--- src/rtl/toggle_pkg.sv ---
// -----------------------------------------------------------------------------
// toggle_pkg
// Shared definitions for the toggle_bank register block.
//   MODE_LEVEL : q toggles wherever t is high
//   MODE_EDGE  : q toggles on a 0->1 transition of t
//   MODE_HOLD  : q keeps its value
//   MODE_CLEAR : q returns to its reset value
// -----------------------------------------------------------------------------
package toggle_pkg;

    localparam logic [1:0] MODE_LEVEL = 2'b00;
    localparam logic [1:0] MODE_EDGE  = 2'b01;
    localparam logic [1:0] MODE_HOLD  = 2'b10;
    localparam logic [1:0] MODE_CLEAR = 2'b11;

endpackage : toggle_pkg

--- src/rtl/toggle_cell.sv ---
// -----------------------------------------------------------------------------
// toggle_cell
// One-bit slice of toggle_bank: state bit, previous-t capture for edge
// detection, next-state selection and a registered change flag.
//
// Ports
//   i_clk      rising-edge clock
//   i_reset    synchronous active-high reset
//   i_mode     operating mode (toggle_pkg encodings)
//   i_t        toggle request for this bit
//   i_load     parallel load strobe (overrides mode)
//   i_d        parallel load data for this bit
//   o_q        registered state bit
//   o_toggled  registered flag: high in the cycle the new o_q differs
//   o_change   combinational "this bit changes on the next edge"
// -----------------------------------------------------------------------------
module toggle_cell
    import toggle_pkg::*;
#(
    parameter logic RESET_VAL = 1'b0
) (
    input  logic       i_clk,
    input  logic       i_reset,
    input  logic [1:0] i_mode,
    input  logic       i_t,
    input  logic       i_load,
    input  logic       i_d,
    output logic       o_q,
    output logic       o_toggled,
    output logic       o_change
);

    logic r_q;
    logic r_t_prev;
    logic r_toggled;
    logic w_q_next;

    // NOTE: every always_comb output gets a default first so no path
    // through the block leaves it unassigned (which would infer a latch).
    always_comb begin
        w_q_next = r_q;
        if (i_load) begin
            w_q_next = i_d;
        end else begin
            case (i_mode)
                MODE_LEVEL: w_q_next = r_q ^ i_t;
                MODE_EDGE:  w_q_next = r_q ^ (i_t & ~r_t_prev);
                MODE_HOLD:  w_q_next = r_q;
                MODE_CLEAR: w_q_next = RESET_VAL;
                default:    w_q_next = r_q;
            endcase
        end
    end

    // NOTE: sequential state uses non-blocking assignments so all flops
    // sample their inputs from the same pre-edge values.
    always_ff @(posedge i_clk) begin
        if (i_reset) begin
            r_q       <= RESET_VAL;
            r_toggled <= 1'b0;
            // t keeps being tracked during reset, so a t held high across
            // reset release is not seen as a fresh edge.
            r_t_prev  <= i_t;
        end else begin
            r_q       <= w_q_next;
            r_toggled <= w_q_next ^ r_q;
            // Tracked regardless of mode/load: an edge arriving during
            // HOLD, CLEAR or load is consumed and never replayed.
            r_t_prev  <= i_t;
        end
    end

    assign o_q       = r_q;
    assign o_toggled = r_toggled;
    assign o_change  = w_q_next ^ r_q;

endmodule : toggle_cell

--- src/rtl/toggle_bank.sv ---
// -----------------------------------------------------------------------------
// toggle_bank
// WIDTH independent toggle bits with per-bit enables, level/edge toggle modes,
// parallel load, hold and clear, plus a saturating count of cycles in which
// any bit changed.
//
// Parameters
//   WIDTH      number of toggle bits (1..32)
//   CNT_W      width of the change-event counter
//   RESET_VAL  value of q after reset and in CLEAR mode
//
// Ports
//   clk           rising-edge clock
//   reset         synchronous active-high reset
//   mode          00 LEVEL, 01 EDGE, 10 HOLD, 11 CLEAR
//   t             per-bit toggle request
//   load          parallel load strobe (priority over mode)
//   d             parallel load data
//   count_clr     synchronous clear of toggle_count
//   q             register state
//   toggled       registered per-bit change flags
//   toggle_count  saturating count of change-event cycles
// -----------------------------------------------------------------------------
module toggle_bank
    import toggle_pkg::*;
#(
    parameter int                 WIDTH     = 8,
    parameter int                 CNT_W     = 16,
    parameter logic [WIDTH-1:0]   RESET_VAL = '0
) (
    input  logic             clk,
    input  logic             reset,
    input  logic [1:0]       mode,
    input  logic [WIDTH-1:0] t,
    input  logic             load,
    input  logic [WIDTH-1:0] d,
    input  logic             count_clr,
    output logic [WIDTH-1:0] q,
    output logic [WIDTH-1:0] toggled,
    output logic [CNT_W-1:0] toggle_count
);

    localparam logic [CNT_W-1:0] CNT_MAX = '1;

    logic [WIDTH-1:0] w_change;
    logic             w_event;
    logic [CNT_W-1:0] r_count;

    for (genvar i = 0; i < WIDTH; i++) begin : g_cell
        toggle_cell #(
            .RESET_VAL (RESET_VAL[i])
        ) u_cell (
            .i_clk     (clk),
            .i_reset   (reset),
            .i_mode    (mode),
            .i_t       (t[i]),
            .i_load    (load),
            .i_d       (d[i]),
            .o_q       (q[i]),
            .o_toggled (toggled[i]),
            .o_change  (w_change[i])
        );
    end

    assign w_event = |w_change;

    // Priority: reset, then count_clr (beats a same-cycle event), then a
    // saturating increment.
    always_ff @(posedge clk) begin
        if (reset) begin
            r_count <= '0;
        end else if (count_clr) begin
            r_count <= '0;
        end else if (w_event && (r_count != CNT_MAX)) begin
            r_count <= r_count + 1'b1;
        end
    end

    assign toggle_count = r_count;

endmodule : toggle_bank

--- config.mk ---
export PLATFORM = sky130hd
export DESIGN_NAME = toggle_bank
export DESIGN_NICKNAME = d
export VERILOG_FILES = /design/src/rtl/toggle_pkg.sv /design/src/rtl/toggle_cell.sv /design/src/rtl/toggle_bank.sv
export SDC_FILE = /design/constraint.sdc
export NUM_CORES = 1
export LEC_CHECK = 0
export CAP_MARGIN = 20
export CORE_ASPECT_RATIO = 1.25
export CORE_MARGIN = 2
export CORE_UTILIZATION = 25
export CTS_BUF_LIST = sky130_fd_sc_hd__clkbuf_16
export CTS_CLUSTER_SIZE = 10
export DETAILED_ROUTE_END_ITERATION = 16
export SETUP_SLACK_MARGIN = 0.3
export SYNTH_ARGS = -nofsm -noshare
export SYNTH_HDL_FRONTEND = slang
export SYNTH_HIERARCHICAL = 1
export SYNTH_SLANG_ARGS = --single-unit
--- constraint.sdc ---
create_clock -name clk -period 1.83 [get_ports clk]
set_clock_uncertainty 0.1 [all_clocks]
set_input_delay 0.366 -clock clk [delete_from_list [all_inputs] [get_ports clk]]
set_output_delay 0.366 -clock clk [all_outputs]
set_load 0.005 [all_outputs]
==> impl_results.md, run 1 <==
- Status: complete, but fails checks
- Violated checks: negative setup slack
- DIE AREA: 0.00944 mm^2
- Setup ws final: -0.159 ns
- Post-synth cell types: 48
- First-pass GRT wire length: 11.8 mm
- Register area share after synthesis: 0.369
- Worst hold path cell count: 1
- WL met1: 3.07 mm
- RSZ-0062 raised after global routing: yes
- Largest net degree at the start of global routing: 18
- Largest cells by area after synthesis: dfxtp_1 (37%), a21boi_2 (4.2%), nand4bb_1 (4.2%)
- Filler Cell Count: 810
- # port buffers: 53
- Initial antenna violation count: 0
- Max rail drop VDD: 0.000362 V
- Reg2reg path depth: 8
- Routability cong.: 0.811
- Cell area after synthesis: 0.00217 mm^2
- Crit path DAT: 2.06 ns
- Syn Area/Cell: 9.08 um^2
- End of the critical path: toggle_count[12]
- Core region area: 0.00856 mm^2
- Power Density: 567 mW/mm^2
- Area Growth Syn to Fin: 91.9%
- Post-synth top area share: 0.369
- Synth area leader: dfxtp_1
- Launching point of the worst reg2reg path: g_cell[5].u_cell/o_q
- Share of layout cells above drive strength 1: 0.500
- WS Path Type: in -> reg
- CTS buffer count: 5
- # IOs: 54
- Min-delay worst type: in -> reg
- Critical path launch point type: input pin
- CP startpoint: mode[0]
- Grt ovf: 0
- Mapped Nets: 262
- Worst-Skew Late Latency: 0.28 ns
- Most frequent cells after synthesis: dfxtp_1 (40), nand2_1 (21), nor2_1 (21)
- Fraction of registers with async set/reset: 0
- ANT cells: 0
- Worst Tran Pin Value: 0.574 ns
- Final setup vio count: 17
- EDFF count, synth: 0
- Count leader, synth: dfxtp_1
- CP Max Fanout: 5
- Worst setup EP type: flop
- Pleak: 1.89 nW
- Synth Flop Type: dfxtp_1
- Root Driver: clkbuf_16
- Initial DRT Pass Iterations: 4
- Final hold vios: 0
- DR top layer: met4
- Final wirelength: 7.65 mm
- Hold_ws: 0.210 ns
- Initial drt markers: 70
- Cells after Synth: 239
- Row cnt: 38
- Max Slew Vio Count: 0
- CTS tree: yes
- CP required: 1.90 ns
- Reg2reg end: toggle_count[14]
- Starting Density: 0.254
- Die Height: 108 um
- CTS Sinks: 40
- Met3 WL: 293 um
- CTS Buffer Depth: 2
- Setup slack, reg-to-reg: 0.02 ns
- Routed vias: 2521
- DIE WIDTH: 87.3 um
- Hold-fix buffers at CTS: 0
- Max_cap viols: 0
- Seq cells post-synth: 40
- Final #Nets: 420
- Vias per Instance: 5.06
- Post-place setup slack: -0.941 ns
- H-tree Lvls: 2
- Yosys warnings: 6
- Clock slew at reported path FFs: 0.06 ns
- Slew margin rel.: 0.611
- Post-DRT Antenna Nets: 0
- Fin crit share: 1.09
- Fmax: 503 MHz
- Detailed Place HPWL: 4.36 mm
- DRC Markers: 0
- Tot GR Track Use: 0.158
- Min Tclk post-route: 1.99 ns
- Met2 wire length: 4.10 mm
- Vias in the first global route: 2573
- DR WL/cell: 15.4 um
-- flip-flops by register name, indices dropped and copies added (netlist names) --
| register | cells |
|---|---|
| g_cell.u_cell/o_q | 8 |
| g_cell.u_cell/o_toggled | 8 |
| g_cell.u_cell/r_t_prev | 8 |
| toggle_count | 16 |
-- cell families after synthesis --
logic type / synth area share
AOI/OAI and AO/OA: 0.209
buffers and inverters: 0.00692
adders and majority gates: 0.00577
and+or+nand+nor: 0.368
muxes: 0.00923
xor gates and xnor gates: 0.0323
DFF: 0.369
-- layer usage --
metal,track usage,up-vias
met5,0,-
met4,0.0681,0
met1,0.179,1187
met3,0.0275,20
li1,-,1230
met2,0.284,84
-- final cells by class --
type                       count  area (um^2)  share of cell area
tap                          100          125              0.0300
inverter                       2         7.51             0.00180
clock buffer                   5          125              0.0300
sequential                    40          847               0.203
clock inverter                 3         11.3             0.00270
timing repair buffer         152         1450               0.347
multi-input combinational    196         1600               0.385
-- through the flow --
stage | util | total power [mW] | area (um^2) | setup TNS, ns | instances
after floorplan | - | 1.11 | 2220 | -0.216 | 239
after global routing | 0.487 | 2.46 | 4160 | -3.36 | 498
after global placement | 0.385 | 1.38 | 3290 | -14.75 | 441
after detailed placement | 0.385 | 1.38 | 3290 | -15.29 | 441
after CTS | 0.465 | 2.33 | 3980 | -0.791 | 487
final | 0.487 | 2.36 | 4160 | -1.76 | 498
-- power by group --
part	leakage, nW	internal (mW)	switching [mW]
combinational	1.47	0.341	0.247
sequential	0.341	0.900	0.0224
clock	0.0738	0.492	0.357
total	1.89	1.73	0.627
-- placed cells by master (no fill, tap or decap), drive strengths merged, types with 4 or more instances in the layout --
cell / count
buf: 100
dfxtp: 40
nor4bb: 8
nand2: 23
dlygate4sd2: 44
or2: 10
o21a: 4
xor2: 6
a31oi: 8
clkbuf: 5
a21boi: 8
nor2b: 8
nor2: 29
nand4bb: 8
and3b: 8
o21ai: 13
inv: 4
nand3: 16
a21oi: 12
a311o: 8
-- worst max-delay path: stages --
cell and delay, ns:
buf_12 0.11, buf_16 0.12, buf_4 0.13, and3b_2 0.18, o21ai_1 0.21, nand3_2 0.14, nor4_4 0.17, buf_6 0.18
nand2_8 0.08, nand3_2 0.10, mux2i_1 0.20, nor2_1 0.07
-- how the worst min path moves through the flow --
stage	startpoint	endpoint	slack, ns
floorplan	t[0]	g_cell[0].u_cell/r_t_prev	0.29
global placement	toggle_count[11]	toggle_count[11]	0.39
detailed placement	toggle_count[11]	toggle_count[11]	0.41
CTS	t[6]	g_cell[6].u_cell/r_t_prev	0.21
global route	t[6]	g_cell[6].u_cell/r_t_prev	0.22
finish	t[6]	g_cell[6].u_cell/r_t_prev	0.21
-- repair_timing --
action	CTS	global route
gates resized for setup	125	23
pin swaps	40	12
cloned	7	0
buffers inserted	31	11
endpoints found under the setup margin	59	23
Note: power is estimated with default switching activity, not from simulation.
==> run 2, diff against run 1 <==
--- a/config.mk
+++ b/config.mk
@@ -5,13 +5,17 @@
 export SDC_FILE = /design/constraint.sdc
 export NUM_CORES = 1
 export LEC_CHECK = 0
+export ABC_CLOCK_PERIOD_IN_PS = 1830
 export CAP_MARGIN = 20
+export CELL_PAD_IN_SITES_DETAIL_PLACEMENT = 1
+export CELL_PAD_IN_SITES_GLOBAL_PLACEMENT = 2
 export CORE_ASPECT_RATIO = 1.25
 export CORE_MARGIN = 2
 export CORE_UTILIZATION = 25
 export CTS_BUF_LIST = sky130_fd_sc_hd__clkbuf_16
 export CTS_CLUSTER_SIZE = 10
 export DETAILED_ROUTE_END_ITERATION = 16
+export PLACE_DENSITY_LB_ADDON = 0.1
 export SETUP_SLACK_MARGIN = 0.3
 export SYNTH_ARGS = -nofsm -noshare
 export SYNTH_HDL_FRONTEND = slang
==> impl_results.md, run 2 (synthesis results as in run 1) <==
- Setup slack, reg-to-reg: 0 ns
- Routed vias: 2560
- Met2 usage: 0.361
- Net Switching: 654 uW
- Max_cap viols: 0
- Critical path launch point type: input pin
- Core region area: 0.00856 mm^2
- CTS Buffer Depth: 2
- Row cnt: 38
- Max rail drop VDD: 0.000350 V
- Setup ws final: -0.165 ns
- Initial drt markers: 45
- H-tree Lvls: 2
- Routability cong.: 0.735
- Root Driver: clkbuf_16
- Power Density: 597 mW/mm^2
- Worst setup EP type: flop
- RSZ-0062 raised after global routing: yes
- Hold path endpoint: g_cell[6].u_cell/r_t_prev
- Largest net degree at the start of global routing: 18
- Final #Nets: 425
- CTS tree: yes
- Detailed Place HPWL: 5.13 mm
- Clk pwr share: 0.395
- Starting Density: 0.254
- Grt ovf: 0
- Slew margin rel.: 0.633
- Met1 usage: 0.200
- DR WL/cell: 17.2 um
- Commonest non-fill, non-tap cells in the layout: buf_4 (86), dlygate4sd2_1 (44), nor2_1 (21), dfxtp_2 (20), dfxtp_1 (17)
- Die Height: 108 um
- Hold_ws: 0.212 ns
- DIE AREA: 0.00944 mm^2
- CTS buffer count: 5
- CP required: 1.91 ns
- First-pass GRT wire length: 13.6 mm
- Clock slew at reported path FFs: 0.06 ns
- DIE WIDTH: 87.3 um
- Pleak: 1.91 nW
- Worst hold path cell count: 1
- Fmax: 501 MHz
- M3 GR Usage: 0.0359
- Area Growth Syn to Fin: 96.4%
- Final hold vios: 0
- Violated checks: negative setup slack
- # placed instances: 453
- Pint: 1.89 mW
- Hold-fix buffers at CTS: 0
- Worst Tran Pin Value: 0.542 ns
- Logic pwr share: 0.240
- Reg2reg end: toggle_count[14]
- ANT cells: 0
- Initial DRT Pass Iterations: 4
- Worst-Skew Late Latency: 0.28 ns
- Sw Ratio: 0.257
- Commonest non-fill, non-tap cell in the layout: buf_4
- Top Usage Layer GRT: met2
- DRC Markers: 0
- Final wirelength: 8.64 mm
- Launching point of the worst reg2reg path: g_cell[1].u_cell/o_q
- Crit path DAT: 2.07 ns
- Hold_sp: t[6]
- Pwr Total: 2.54 mW
- Min Tclk post-route: 2.00 ns
- Initial antenna violation count: 0
- Tot GR Track Use: 0.187
- Final setup vio count: 16
- Share of layout cells above drive strength 1: 0.509
- Max FFs per register: 16
- CTS Sinks: 40
- Fin crit share: 1.09
- Vias in the first global route: 2721
- Vias per Instance: 5.09
- Reg2reg path depth: 8
- Min-delay worst type: in -> reg
- Setup TNS: -1.86 ns
- Sequential share of power: 0.365
- # IOs: 54
- CP Max Fanout: 5
- Post-DRT Antenna Nets: 0
- WS Path Type: in -> reg
- Max Slew Vio Count: 0
- # port buffers: 53
- Final Non-Filler Cells: 503
- Status: complete, but fails checks
==> run 2: changes by cell type in the layout (fill, tap and decap cells not counted), moves of 2 or more <==
cell	previous run	this run
buf_4	84	86
dfxtp_1	19	17
dfxtp_2	13	20
clkbuf_16	5	7
buf_16	4	6
bufbuf_16	2	0
dfxtp_4	8	3
==> run 2: cell type report <==
type | instances | area [um^2]
Timing Repair Buffer | 157 | 1520
Fill cell | 993 | 4300
Tap cell | 100 | 125
Clock buffer | 5 | 125
Sequential cell | 40 | 837
Inverter | 2 | 7.51
Multi-Input combinational cell | 196 | 1600
Clock inverter | 3 | 38.8
==> run 2: routing by layer <==
| layer | wire (um) | share of wire |
|---|---|---|
| met1 | 3400 | 0.39 |
| met2 | 4850 | 0.56 |
| met3 | 230 | 0.027 |
| met4 | 155 | 0.018 |
| met5 | 0 | 0 |
==> run 2: metrics by stage <==
stage	utilization	instance area (um^2)	setup WS, ns
after CTS	0.482	4120	-0.117
after detailed placement	0.398	3410	-1.04
after floorplan	-	2220	-0.0509
after global placement	0.398	3410	-0.989
after global routing	0.498	4260	-0.263
final	0.498	4260	-0.165
==> run 2: worst max-delay path: stages <==
cell     delay [ns]
buf_12         0.12
buf_12         0.13
and3b_2        0.21
o21ai_2        0.16
nand3_2        0.12
nor4_4         0.31
buf_6          0.19
nand2_8        0.08
o21ai_4        0.09
mux2i_1        0.23
nor2_1         0.05
==> run 2: worst max-delay path by stage <==
stage | start | end | slack (ns) | cells after the start
global route | mode[1] | toggle_count[1] | -0.26 | 11
floorplan | mode[1] | toggle_count[1] | -0.05 | 8
global placement | load | toggle_count[1] | -0.99 | 10
CTS | mode[1] | toggle_count[1] | -0.12 | 11
finish | mode[1] | toggle_count[1] | -0.17 | 11
detailed placement | load | toggle_count[1] | -1.04 | 10
==> run 2: timing repair <==
action,in CTS,in global routing
pin swaps,43,15
endpoints found under the hold margin,0,0
buffers inserted,29,4
setup endpoints to repair,59,26
resized for setup,131,13
gates cloned,7,2
==> run 2: power by group through the flow <==
| stage | sequential (mW) | combinational, mW | clock, mW |
|---|---|---|---|
| 6_report | 0.929 | 0.611 | 1.00 |
| 3_5_place_dp | 0.948 | 0.466 | 0 |
| 5_1_grt | 0.932 | 0.655 | 1.07 |
| 3_3_place_gp | 0.947 | 0.456 | 0 |
| 4_1_cts | 0.927 | 0.580 | 1.04 |
| 2_1_floorplan | 0.955 | 0.157 | 0 |
